==> config.mk <==
export PLATFORM = sky130hd
export DESIGN_NAME = imem_loader
export DESIGN_NICKNAME = d
export VERILOG_FILES = /design/src/rtl/imem_loader.sv
export SDC_FILE = /design/constraint.sdc
export NUM_CORES = 1
export LEC_CHECK = 0
export ABC_AREA = 1
export CAP_MARGIN = 20
export CORE_MARGIN = 8
export CORE_UTILIZATION = 40
export DETAILED_ROUTE_END_ITERATION = 8
export HOLD_SLACK_MARGIN = 0.02
export PLACE_DENSITY = 0.77
export SLEW_MARGIN = 10
export SYNTH_ARGS = -nofsm -noshare
export SYNTH_HDL_FRONTEND = slang
export SYNTH_SLANG_ARGS = --single-unit
==> constraint.sdc <==
create_clock -name Clk -period 1.88 [get_ports Clk]
set_input_delay 0.188 -clock Clk [delete_from_list [all_inputs] [get_ports Clk]]
set_output_delay 0.188 -clock Clk [all_outputs]
set_load 0.03 [all_outputs]
==> src/rtl/imem_loader.sv <==
// Boot loader: streams a length-prefixed program into instruction memory while holding the core in reset.
// Optional trailing XOR checksum is enabled by defining IMEM_LOADER_CHECKSUM_EN.
module imem_loader #(
    parameter logic [31:0] BASE_ADDR = 32'h0000_0000,
    parameter int unsigned MAX_WORDS = 256
) (
    input  logic        Clk,
    input  logic        Reset,
    input  logic        Start,
    input  logic [7:0]  ByteIn,
    input  logic        ByteValid,
    output logic        ByteReady,
    output logic        WrEn,
    output logic [31:0] WrAddr,
    output logic [31:0] WrData,
    output logic        CoreRst,
    output logic        Done,
    output logic        Error
);

    typedef enum logic [2:0] {
        S_IDLE = 3'd0,
        S_HDR0 = 3'd1,
        S_HDR1 = 3'd2,
        S_DATA = 3'd3,
`ifdef IMEM_LOADER_CHECKSUM_EN
        S_CHK  = 3'd4,
`endif
        S_DONE = 3'd5,
        S_ERR  = 3'd6
    } state_e;

    state_e      state_q, state_d;
    logic [15:0] cnt_q, cnt_d;
    logic [15:0] k_q, k_d;
    logic [1:0]  bcnt_q, bcnt_d;
    logic [23:0] shift_q, shift_d;
    logic        wr_en_q, wr_en_d;
    logic [31:0] wr_addr_q, wr_addr_d;
    logic [31:0] wr_data_q, wr_data_d;
`ifdef IMEM_LOADER_CHECKSUM_EN
    logic [7:0]  xor_q, xor_d;
`endif

    logic        accept;
    logic        go;
    logic [15:0] n_full;
    state_e      after_payload;

    always_ff @(posedge Clk) begin
        if (Reset) begin
            state_q   <= S_IDLE;
            cnt_q     <= '0;
            k_q       <= '0;
            bcnt_q    <= '0;
            shift_q   <= '0;
            wr_en_q   <= 1'b0;
            wr_addr_q <= '0;
            wr_data_q <= '0;
`ifdef IMEM_LOADER_CHECKSUM_EN
            xor_q     <= '0;
`endif
        end else begin
            state_q   <= state_d;
            cnt_q     <= cnt_d;
            k_q       <= k_d;
            bcnt_q    <= bcnt_d;
            shift_q   <= shift_d;
            wr_en_q   <= wr_en_d;
            wr_addr_q <= wr_addr_d;
            wr_data_q <= wr_data_d;
`ifdef IMEM_LOADER_CHECKSUM_EN
            xor_q     <= xor_d;
`endif
        end
    end

    always_comb begin
        ByteReady = 1'b0;
        case (state_q)
            S_HDR0, S_HDR1, S_DATA: ByteReady = 1'b1;
`ifdef IMEM_LOADER_CHECKSUM_EN
            S_CHK:                  ByteReady = 1'b1;
`endif
            default:                ByteReady = 1'b0;
        endcase
    end

    assign accept = ByteValid && ByteReady;
    assign go     = Start && (state_q == S_IDLE || state_q == S_DONE || state_q == S_ERR);
    assign n_full = {cnt_q[15:8], ByteIn};

`ifdef IMEM_LOADER_CHECKSUM_EN
    assign after_payload = S_CHK;
`else
    assign after_payload = S_DONE;
`endif

    always_comb begin
        state_d   = state_q;
        cnt_d     = cnt_q;
        k_d       = k_q;
        bcnt_d    = bcnt_q;
        shift_d   = shift_q;
        wr_en_d   = 1'b0;
        wr_addr_d = wr_addr_q;
        wr_data_d = wr_data_q;
`ifdef IMEM_LOADER_CHECKSUM_EN
        xor_d     = xor_q;
`endif

        case (state_q)
            S_HDR0: if (accept) begin
                cnt_d[15:8] = ByteIn;
                state_d     = S_HDR1;
            end
            S_HDR1: if (accept) begin
                cnt_d = n_full;
                if (32'(n_full) > MAX_WORDS) state_d = S_ERR;
                else if (n_full == 16'd0)    state_d = after_payload;
                else                         state_d = S_DATA;
            end
            S_DATA: if (accept) begin
                shift_d = {shift_q[15:0], ByteIn};
                bcnt_d  = bcnt_q + 2'd1;
`ifdef IMEM_LOADER_CHECKSUM_EN
                xor_d   = xor_q ^ ByteIn;
`endif
                if (bcnt_q == 2'd3) begin
                    wr_en_d   = 1'b1;
                    wr_addr_d = BASE_ADDR + {14'd0, k_q, 2'b00};
                    wr_data_d = {shift_q, ByteIn};
                    k_d       = k_q + 16'd1;
                    if (k_q == cnt_q - 16'd1) state_d = after_payload;
                end
            end
`ifdef IMEM_LOADER_CHECKSUM_EN
            S_CHK: if (accept) begin
                state_d = (ByteIn == xor_q) ? S_DONE : S_ERR;
            end
`endif
            S_IDLE, S_DONE, S_ERR: ;
            default: state_d = S_IDLE;
        endcase

        // A new load always starts from clean counters, whichever idle-like state it leaves.
        if (go) begin
            state_d = S_HDR0;
            cnt_d   = '0;
            k_d     = '0;
            bcnt_d  = '0;
            shift_d = '0;
`ifdef IMEM_LOADER_CHECKSUM_EN
            xor_d   = '0;
`endif
        end
    end

    assign WrEn    = wr_en_q;
    assign WrAddr  = wr_addr_q;
    assign WrData  = wr_data_q;
    assign Done    = (state_q == S_DONE);
    assign Error   = (state_q == S_ERR);
    assign CoreRst = (state_q != S_DONE);

endmodule

* Yosys cells after proc, flatten, opt, wreduce, memory -nomap -nowiden
Cells that the tools add are included.
** Storage, ports and cells
- Register bits :: 110
- Input bits :: 12
- Output and inout port bits :: 69
- Word-level logic and storage cells :: 66
** Cells by class
- Add/subtract/negate cells :: 3
- Magnitude comparators :: 1
- Equality and inequality tests :: 19
- Mux-type cells :: 13
- Bitwise gates (word level) :: 4
- Reduce and logical (&&, ||, !) cells :: 16
** Operator list (number)
- $mux W3 :: 7
- $ne A3 B3 Y1 const B :: 6
- $add A16 B1 Y16 const B :: 1
- $eq A16 B16 Y1 :: 1
- $gt A16 B9 Y1 const B :: 1
- $logic_not A16 Y1 :: 1
- $pmux W8 S2 :: 1
- $sub A16 B1 Y16 const B :: 1
- $ne A2 B2 Y1 const B :: 6
- $pmux W3 S4 :: 1
- $reduce_and A6 Y1 :: 2
- $reduce_or A3 Y1 :: 3
- $mux W8 :: 1
- $eq A3 B2 Y1 const B :: 2
- $eq A3 B3 Y1 const B :: 2
- $reduce_and A3 Y1 :: 2
- $not A1 Y1 :: 4
- $reduce_and A2 Y1 :: 2
- $eq A3 B1 Y1 const B :: 1
- $logic_not A3 Y1 :: 1
- $mux W1 :: 3
- $add A2 B1 Y2 const B :: 1
- $eq A2 B2 Y1 const B :: 1
- $logic_and A1 B1 Y1 :: 2
- other kinds (2) :: 3

* Depth between registers and ports, before layout
Gate-level depths: netlist (run 1).
- Depth in word-level cells :: 7
- Depth in mapped cells :: 17

* Worst setup path before layout (run 1)
Ideal clock, no wire load.
- Path kind :: register to register
- Start :: register state_q[2]
- End :: register k_q[11]
- Arrival :: 1.985 ns
- Setup slack :: -0.222 ns
- Stages on the path, launching flop included :: 9
- Buffers on the path :: 2
- Path through :: dfxtp_1 inv_1 nor3_1 or2_1 o21ai_2 nand2_1 buf_4 buf_2 nor2_1
** Between the ends
- Elaborated cells between the ends (all ways) :: 14
- Classes of those cells :: eq/ne: 5; mux: 1; reduce/logical: 8
** RTL lines
- start, declared :: line 33 : state_e state_q, state_d;
- start signal, assigned :: line 64 : state_q <= state_d;
- $eq A3 B3 Y1
- via Error :: line 18 : output logic Error
- $logic_or A1 B1 Y1 :: line 90 : assign go = Start && (state_q == S_IDLE || state_q == S_DONE || state_q == S_ERR);
- $logic_and A1 B1 Y1 :: line 90
- $reduce_or A2 Y1 (no source line)
- end signal, assigned :: line 66 : k_q <= k_d;
- end, declared :: line 35 : logic [15:0] k_q, k_d;
The timed path passes the listed nets, and every way through them passes these cells.
A chain may end at the register's enable or synchronous reset.

* Worst setup path in the final report (run 1)
- Start :: register cnt_q[1]
- End :: register state_q[0]
** Between the ends
- Cells in the longest elaborated chain, start to end :: 4
** RTL lines
- start, declared :: line 34 : logic [15:0] cnt_q, cnt_d;
- start signal, assigned :: line 65 : cnt_q <= cnt_d;
- $sub A16 B1 Y16 :: line 134 : if (k_q == cnt_q - 16'd1) state_d = after_payload;
- $eq A16 B16 Y1 :: line 134
- $ne A3 B3 Y1 (no source line)
- $reduce_and A6 Y1 (no source line)
Every way passes these cells.

==> run_results.csv, run 1 <==
group,metric,value,unit
synth,syn_avg_cell_area,7.24,um2
cts,clkLatencyLatePin,0.35,ns
route,vias,4629,
placed_design,port_buffers,64,
status,status,"completed",
placed_design,dpl.cell_count,936,
critical_path,crit_fanout,4,
sta,fin_setup_tns,0,ns
floorplanning,row_count,41,
synth,yosys.area.top_type,"dfxtp_1",
placed_design,routabilityCongestion,0.856,
critical_path,path_buf_inv,2,
floorplanning,core_area,12400,um2
route,wirelength,13.1,mm
grt,grt_pass1_wl,21.5,mm
grt,grt_util_all_layers,0.161,
final_layout,layout-drive-gt1-share,0.141,
critical_path,cpLargestDelayFamily,"simple AND/OR/NAND/NOR gates",
sta,rsz0062_at_grt,"true",
floorplanning,io_pins,81,
route,wl_met3,830,um
route,avgRoutedWirePerCell,13.8,um
cts,cts.path.max_buffers,2,
route,drc,0,
route,met1Wirelength,6.15,mm
cts,h-tree-depth,3,
synth,syn_area,5000,um2
pwr,power_density,797,nW/um2
cts,cts_num_sinks,110,
synth,synth.top_cell.area_share,0.441,
route,viasPerCell,4.86,
critical_path,cpPeakStageDelay,0.36,ns
synth,synth-async-reset-ratio,0,
critical_path,start_kind,"flop",
pwr,seqPwrFrac,0.472,
grt,grt_max_degree,29,
sta,slew_viol_final,0,
cts,cts_buffers,9,
route,highest_layer,"met4",
floorplanning,die_x,128,um
floorplanning,initial_core_util,0.403,
sta,finalCritPeriodShare,0.970,
sta,fin_crit,1.82,ns
sta,layout_setup_ws,0.0557,ns
route,drt_iter0_markers,292,
placed_design,detailedPlace.worstSlack,-0.0962,ns
run,cap_viol_max_count,0,
route,dr.pass1.iters,4,
final_layout,fin_cells,952,
synth,synth_flop_cell,"dfxtp_1",
sta,final-setup-viol-count,0,
cts,cts_tree,"yes",
placed_design,hpwl,9.85,mm
synth,synth_seq_cells,110,
critical_path,crit_required,2.13,ns
grt,first_global_vias,4345,
final_layout,nets,790,
pwr,comb_power_share,0.163,
critical_path,end_kind,"flop",
floorplanning,fp.dieH,128,um
hold_path,min_path_type,"flop to flop",
pwr,p_leak,2.57,nW
synth,ys_seq_area_frac,0.441,
pwr,switching_share,0.292,
critical_path,crit_chain,"inv_2 > ha_4 > or2_4 > nand2_2 > nand2_2 > nand2_1 > nand4_1 > nor2_2 > nand3_2 > nand2_2 > nand3_4 > nand2_1 > nand3_1 > nand2_1 > inv_1",
grt,overflow,0,
critical_path,path_class,"flop to flop",
route,dr_wl_met2,5.93,mm
floorplanning,dieArea,16300,um2
route,ant_nets,0,
cts,cts_root_buf,"clkbuf_16",
critical_path,slowest_stage,"dfxtp_2",
pwr,max-vdd-ir-drop,0.482,mV
synth,yosysUniqueCellTypes,41,
pwr,power,5.09,mW
sta,fin_skew,0.00601,ns
synth,synth_edf_count,0,
final_layout,n_fill_cell,1202,
sta,hold_viol_final,0,
pwr,cellInternalPower,3.60,mW
grt,antenna_found_initial,0,
pwr,p_clk_frac,0.366,
sta,worst_hold_slack,0.461,ns
critical_path,arrival,2.08,ns
synth,synthTopCellsByArea,"dfxtp_1 (44%), nand2_1 (14%), a21oi_1 (6.3%)",
sta,timing.fmax,548,MHz
cts,cts.clk_slew.worst_paths,0.07,ns
final_layout,diodes,0,
synth,synth_cells,690,
final_layout,syn2layout_area_growth,27.6,%
synth,synth_warnings,0,
pwr,switching_power,1.49,mW
==> Yosys cell counts (all sizes together), types with 4 or more instances <==
library cell	count
a211oi	4
a21oi	63
buf	33
clkbuf	14
dfxtp	110
inv	47
nand2	186
nand3	54
nand3b	6
nand4	8
nor2	79
nor3	12
o21ai	39
xnor2	10
xor2	6
==> layout by cell type (no fill, tap or decap), types with 2 or more instances in the layout <==
cell	count
a211oi_1	4
a21oi_1	63
buf_12	3
buf_4	40
clkbuf_16	9
clkdlybuf4s50_1	60
clkinv_1	2
clkinv_4	3
conb_1	16
dfxtp_1	104
dfxtp_2	6
dlygate4sd2_1	3
ha_1	2
inv_1	42
inv_2	5
inv_8	3
nand2_1	179
nand2_2	6
nand3_1	50
nand3_2	2
nand3_4	2
nand3b_1	6
nand4_1	7
nor2_1	61
nor2_2	12
nor2_4	5
nor3_1	8
nor3_2	4
nor4_1	2
o21a_1	3
o21ai_0	37
xnor2_1	10
xor2_1	6
==> power groups by stage <==
stage	Clock [mW]	Combinational [mW]	Sequential, mW
after global routing	1.97	0.918	2.40
after CTS	1.87	0.805	2.40
final	1.86	0.828	2.40
after global placement	0	0.794	2.45
after floorplan	0	0.548	2.45
after detailed placement	0	0.798	2.45
==> state kept, by name, indices dropped and copies added, names as in the netlist <==
register,flops
shift_q,24
WrData,32
k_q,16
cnt_q,16
state_q,3
WrAddr,16
WrEn,1
bcnt_q,2
==> cell families (layout without fill, tap and decap cells) <==
logic type,Yosys count,after routing,synth area share
buffers and inverters,97,172,0.0929
XOR/XNOR,16,16,0.0280
AND/OR/NAND/NOR,351,351,0.312
adder cells (fa/ha/maj),3,3,0.00751
other,1,16,0.000750
flip-flops,110,110,0.441
AO/OA/AOI/OAI,112,112,0.118
==> final timing paths <==
path | slack (ns) | start | end | cells after the start
max | 0.06 | cnt_q[1] | state_q[0] | 15
min | 0.46 | shift_q[22] | shift_q[22] | 2
max reg2reg | 0.06 | cnt_q[1] | state_q[0] | 15
min reg2reg | 0.46 | shift_q[22] | shift_q[22] | 2
==> per-layer routing <==
metal  global-route usage  up-vias
met4               0.0510        0
li1                     -     2374
met5                    0        -
met2                0.252      126
met1                0.212     2116
met3               0.0420       13
==> layout make-up <==
class	count	area [um2]	area share
tap	172	215	0.0337
sequential	110	2210	0.346
inverter	50	189	0.0296
clock inverter	7	67.6	0.0106
clock buffer	9	225	0.0353
multi-input combinational	498	2480	0.390
timing repair buffer	106	987	0.155
==> repair_timing <==
action                     in CTS  in global routing
cloned                          0                  0
setup endpoints to repair       6                  7
pin swaps                       8                 10
resized for setup              16                 20
buffers inserted                0                  0
hold buffers                    0                  0
==> tightest hold or removal path, stage by stage (launching register included) <==
cell,delay [ns]
dfxtp_1,0.31
nand2_1,0.06
a21oi_1,0.05
==> stage by stage <==
stage	util	area, um2
4_1_cts	0.510	6330
6_report	0.514	6380
3_5_place_dp	0.483	5990
2_1_floorplan	-	5060
3_3_place_gp	0.483	5990
5_1_grt	0.514	6380
No activity file was read; power rests on OpenSTA's default activity.
==> inputs of run 2 (changes only) <==
Settings changed: PLACE_DENSITY 0.77 to 0.75.
Clock period 1.88 ns to 1.8 ns, I/O delays scaled along.
==> run 2 against run 1 <==
- the flow now finishes with violations (setup timing)
- global-route usage is 0.26 points higher
- hold slack worse by 0.0043 ns
- clock skew hardly changed
- final cell count is 1.9% higher
- register-to-register slack worse by 0.08 ns
- combinational power is 18% higher
- critical path depth stayed put
- first-iteration DRC count is 19% higher
- critical path type unchanged
- largest cell class unchanged
==> run_results.csv, run 2 (synthesis results as in run 1) <==
group,metric,value,unit
sta,fin_skew,0.00624,ns
final_layout,final_common_cell,"nand2_1",
sta,fin_crit,1.82,ns
status,violations,"setup timing",
final_layout,diodes,0,
floorplanning,row_count,41,
floorplanning,dieArea,16300,um2
critical_path,slowest_stage,"dfxtp_2",
final_layout,layout_common_cells,"nand2_1 (178), dfxtp_1 (105), a21oi_1 (63), nor2_1 (62), clkdlybuf4s50_1 (60)",
route,vias,4808,
critical_path,end_kind,"flop",
route,wirelength,13.4,mm
floorplanning,die_x,128,um
sta,finalCritPeriodShare,1.01,
critical_path,cpPeakStageDelay,0.36,ns
grt,antenna_found_initial,0,
grt,grt_util_all_layers,0.164,
grt,met3_usage,0.0304,
grt,first_global_vias,4447,
final_layout,nets,808,
critical_path,timing.rr.start,"cnt_q[1]",
pwr,seqPwrFrac,0.453,
cts,hold_buffers,0,
pwr,max-vdd-ir-drop,0.560,mV
cts,cts.clk_slew.worst_paths,0.07,ns
critical_path,crit_top_cell,"nand2_1",
grt,grtUsageMet1,0.215,
sta,hold_viol_final,0,
grt,grt_max_degree,43,
grt,grt_use_met2,0.260,
route,ant_nets,0,
critical_path,crit_required,2.10,ns
hold_path,hold_depth,3,
hold_path,min_path_type,"input port to flop",
final_layout,layout-drive-gt1-share,0.163,
final_layout,syn2layout_area_growth,32.3,%
critical_path,r2r-end,"state_q[0]",
pwr,p_clk_frac,0.370,
route,dr.pass1.iters,5,
critical_path,cpLargestDelayFamily,"simple AND/OR/NAND/NOR gates",
route,viasPerCell,4.96,
critical_path,rr_worst_depth,15,
pwr,comb_power_share,0.177,
cts,clkLatencyLatePin,0.35,ns
critical_path,reg2reg_slack,-0.02,ns
placed_design,dpl.cell_count,952,
cts,cts.path.max_buffers,2,
critical_path,cp-startpoint,"cnt_q[1]",
sta,final-setup-viol-count,1,
critical_path,cp.depth,15,
cts,cts_root_buf,"clkbuf_16",
cts,cts_tree,"yes",
placed_design,port_buffers,64,
pwr,power_density,833,nW/um2
floorplanning,io_pins,81,
pwr,p_leak,2.72,nW
floorplanning,fp.dieH,128,um
critical_path,crit_path_end,"state_q[0]",
final_layout,fin_cells,970,
critical_path,path_class,"flop to flop",
route,drc,0,
status,status,"finished with violations",
critical_path,arrival,2.12,ns
placed_design,routabilityCongestion,0.938,
run,cap_viol_max_count,0,
sta,slew_viol_final,0,
grt,grt_most_used_layer,"met2",
sta,rsz0062_at_grt,"true",
cts,cts_num_sinks,110,
grt,overflow,0,
placed_design,hpwl,9.83,mm
grt,grt_pass1_wl,21.7,mm
sta,layout_setup_ws,-0.0194,ns
pwr,switching_power,1.55,mW
final_layout,largest_register_ffs,32,
floorplanning,core_area,12400,um2
critical_path,crit_chain,"inv_2 > ha_4 > or2_4 > nand2_1 > nand2_1 > nand2_1 > nand4_1 > nor2_1 > nand3_1 > nand2_2 > buf_4 > nand4_1 > nand3_1 > nand2_1 > inv_1",
pwr,cellInternalPower,3.96,mW
route,drt_iter0_markers,348,
route,avgRoutedWirePerCell,13.8,um
critical_path,path_buf_inv,3,
sta,timing.fmax,550,MHz
pwr,switching_share,0.282,
sta,fin_setup_tns,-0.0194,ns
critical_path,start_kind,"flop",
floorplanning,initial_core_util,0.403,
cts,h-tree-depth,3,
cts,cts_buffers,9,
critical_path,crit_fanout,4,
-- run 2: cell types whose count changed in the layout (fill, tap and decap cells not counted), sizes merged --
cell	change
buf	+19
bufinv	+1
clkinv	-1
dlygate4sd2	-1
-- run 2: worst min-delay path by stage --
stage                            from     endpoint
after floorplan                 Reset    WrAddr[9]
after detailed placement  shift_q[21]  shift_q[21]
after global routing        WrAddr[9]    WrAddr[9]
final                       ByteIn[5]    WrData[5]
after global placement    shift_q[16]  shift_q[16]
after CTS                   ByteIn[5]    WrData[5]
-- run 2: what timing repair did --
action,4_1_cts,5_1_grt
endpoints found under the setup margin,5,65
gates resized for setup,21,22
pin swaps,8,10
gates cloned,0,0
setup buffers,0,2
-- run 2: per-stage QoR --
step	total power [mW]	hold slack, ns	utilization	setup slack (ns)	cell area (um2)
after floorplan	3.14	0.249	-	0.0229	5070
after global placement	3.48	0.445	0.497	-0.0644	6170
after detailed placement	3.49	0.452	0.497	-0.124	6170
after CTS	5.51	0.447	0.526	-0.00457	6530
after global routing	5.76	0.480	0.533	-0.164	6610
final	5.51	0.456	0.533	-0.0194	6610
-- run 2: layer usage --
layer  vias to the layer above  routed length [um]
met1                      2206                6130
met5                         -                   0
met3                        25                 798
met2                       156                6160
li1                       2421                   -
met4                         0                 297
-- run 2: tightest hold or removal path, stage by stage --
cell,delay [ns]
clkdlybuf4s50_1,0.41
inv_1,0.10
o21ai_1,0.07
-- run 2: power by group through the flow --
stage	clock network (mW)	logic [mW]	registers (mW)
2_1_floorplan	0	0.581	2.56
3_3_place_gp	0	0.933	2.55
3_5_place_dp	0	0.935	2.55
4_1_cts	2.07	0.947	2.50
5_1_grt	2.17	1.09	2.50
6_report	2.04	0.975	2.50
-- run 2: final cells by class --
type | instances | area [um2]
fillers | 1192 | 5800
multi-input cells | 498 | 2520
flip-flops and latches | 110 | 2210
repair buffers | 124 | 1170
clock buffers | 9 | 225
well taps | 172 | 215
inverters | 50 | 190
clock inverters | 7 | 82.6
==> inputs of run 3 (changes only) <==
Settings changed: CORE_UTILIZATION 40 to 45, PLACE_DENSITY 0.75 to 0.81.
==> run 3 against run 2 <==
- the flow still finishes with violations (setup timing)
- die area fell by 9.8%
- global-route usage rose by 1.2 points
- core utilization rose by 6.0 points
- final cell count fell by 3.6%
- clock power is 28% lower
- wire length up 2.7%
- combinational power decreased by 2.6%
- fmax shrank 2.5%
- critical endpoint unchanged
==> run_results.csv, run 3 (synthesis results as in run 1) <==
group,metric,value,unit
critical_path,timing.rr.start,"cnt_q[1]",
grt,grt_util_all_layers,0.176,
route,ant_nets,0,
pwr,power,4.91,mW
critical_path,start_kind,"flop",
cts,hold_buffers,0,
placed_design,port_buffers,64,
critical_path,rr_worst_depth,15,
sta,fin_setup_tns,-0.140,ns
sta,fin_skew,0.00880,ns
critical_path,path_class,"flop to flop",
cts,cts.clk_slew.worst_paths,0.11,ns
cts,cts_tree,"yes",
grt,grt_pass1_wl,21.0,mm
critical_path,end_kind,"flop",
final_layout,finish.utilization,0.593,
pwr,power_density,764,nW/um2
critical_path,arrival,2.15,ns
critical_path,cp-startpoint,"cnt_q[1]",
floorplanning,initial_core_util,0.461,
grt,first_global_vias,4414,
cts,clkLatencyLatePin,0.37,ns
floorplanning,io_pins,81,
placed_design,hpwl,9.88,mm
route,drt_iter0_markers,397,
route,avgRoutedWirePerCell,14.7,um
sta,rsz0062_at_grt,"true",
route,drc,0,
grt,overflow,0,
placed_design,detailedPlace.worstSlack,-0.154,ns
floorplanning,fp.dieH,121,um
sta,slew_viol_final,0,
status,status,"finished with violations",
cts,cts_num_sinks,110,
critical_path,crit_fanout,4,
grt,antenna_found_initial,0,
final_layout,final_common_cell,"nand2_1",
critical_path,r2r-end,"state_q[0]",
placed_design,dpl.cell_count,912,
final_layout,diodes,0,
placed_design,routabilityCongestion,0.926,
critical_path,reg2reg_slack,-0.07,ns
final_layout,fin_cells,935,
sta,finalCritPeriodShare,1.04,
run,cap_viol_max_count,0,
grt,grt_max_degree,33,
cts,cts.path.max_buffers,2,
sta,final-setup-viol-count,3,
final_layout,nets,805,
sta,fin_crit,1.87,ns
final_layout,n_fill_cell,983,
route,vias,4854,
floorplanning,dieArea,14700,um2
final_layout,layout_common_cells,"nand2_1 (178), dfxtp_1 (103), a21oi_1 (63), nor2_1 (61), clkdlybuf4s50_1 (60)",
floorplanning,core_area,10800,um2
floorplanning,die_x,121,um
pwr,max-vdd-ir-drop,0.452,mV
cts,cts_root_buf,"clkbuf_8",
final_layout,largest_register_ffs,32,
floorplanning,row_count,38,
pwr,p_leak,2.64,nW
cts,cts_buffers,9,
sta,timing.fmax,536,MHz
route,viasPerCell,5.19,
sta,layout_setup_ws,-0.0658,ns
route,wirelength,13.7,mm
final_layout,syn2layout_area_growth,28.5,%
route,dr.pass1.iters,5,
sta,hold_viol_final,0,
hold_path,min_path_type,"flop to flop",
cts,h-tree-depth,3,
status,violations,"setup timing",
critical_path,crit_required,2.08,ns
critical_path,crit_path_end,"state_q[0]",
final_layout,layout-drive-gt1-share,0.164,
[run 3: cell count changes in the layout (fill, tap and decap cells not counted), moves of 2 or more]
| cell | previous run | this run |
|---|---|---|
| buf_4 | 55 | 53 |
| dfxtp_1 | 105 | 103 |
| inv_6 | 0 | 2 |
| buf_12 | 7 | 4 |
| clkbuf_16 | 9 | 0 |
| clkbuf_8 | 0 | 9 |
[run 3: worst max-delay path, cell delays in order, from the launching register on]
cell     delay [ns]
dfxtp_4        0.39
inv_4          0.04
ha_4           0.17
or2_4          0.23
nand2_2        0.06
nand2_1        0.04
nand2_1        0.05
nand4_1        0.10
nor2_1         0.15
nand3_1        0.10
nand2_2        0.11
nand3_4        0.08
nand2_2        0.09
nand3_2        0.05
nand2_1        0.06
inv_1          0.04
[run 3: repair_timing]
item,CTS,global route
endpoints found under the setup margin,7,42
pin swaps,7,15
buffers inserted,1,6
resized for setup,20,31
hold endpoints to repair,0,0
[run 3: per-stage QoR]
| step | hold WS [ns] | cell area (um2) |
|---|---|---|
| after floorplan | 0.249 | 5070 |
| final | 0.470 | 6420 |
| after global routing | 0.482 | 6420 |
| after detailed placement | 0.450 | 6040 |
| after global placement | 0.447 | 6040 |
| after CTS | 0.460 | 6280 |
[run 3: power breakdown]
part | switching, mW | internal, mW
combinational | 0.599 | 0.351
clock | 0.918 | 0.547
sequential | 0.0314 | 2.46
total | 1.55 | 3.36
[run 3: how the worst min path moves through the flow]
| stage | startpoint | to | slack [ns] | cells after the start |
|---|---|---|---|---|
| final | shift_q[18] | shift_q[18] | 0.47 | 2 |
| after detailed placement | shift_q[16] | shift_q[16] | 0.45 | 2 |
| after global placement | shift_q[16] | shift_q[16] | 0.45 | 2 |
| after CTS | ByteIn[7] | WrData[7] | 0.46 | 3 |
| after floorplan | Reset | WrAddr[9] | 0.25 | 1 |
| after global routing | ByteIn[7] | WrData[7] | 0.48 | 3 |
[run 3: final cells by class]
cell class	count	area, um2	share of cell area
clock buffer	9	124	0.0193
clock inverter	7	72.6	0.0113
inverter	50	193	0.0300
multi-input combinational	498	2530	0.394
sequential	110	2210	0.345
tap	140	175	0.0273
timing repair buffer	121	1120	0.174
[run 3: routing by layer]
layer / vias up / global-route usage / part of all wire
met5: - / 0 / 0
met4: 0 / 0.0563 / 0.017
met3: 20 / 0.0307 / 0.073
met2: 189 / 0.272 / 0.45
met1: 2251 / 0.242 / 0.46
li1: 2394 / - / -
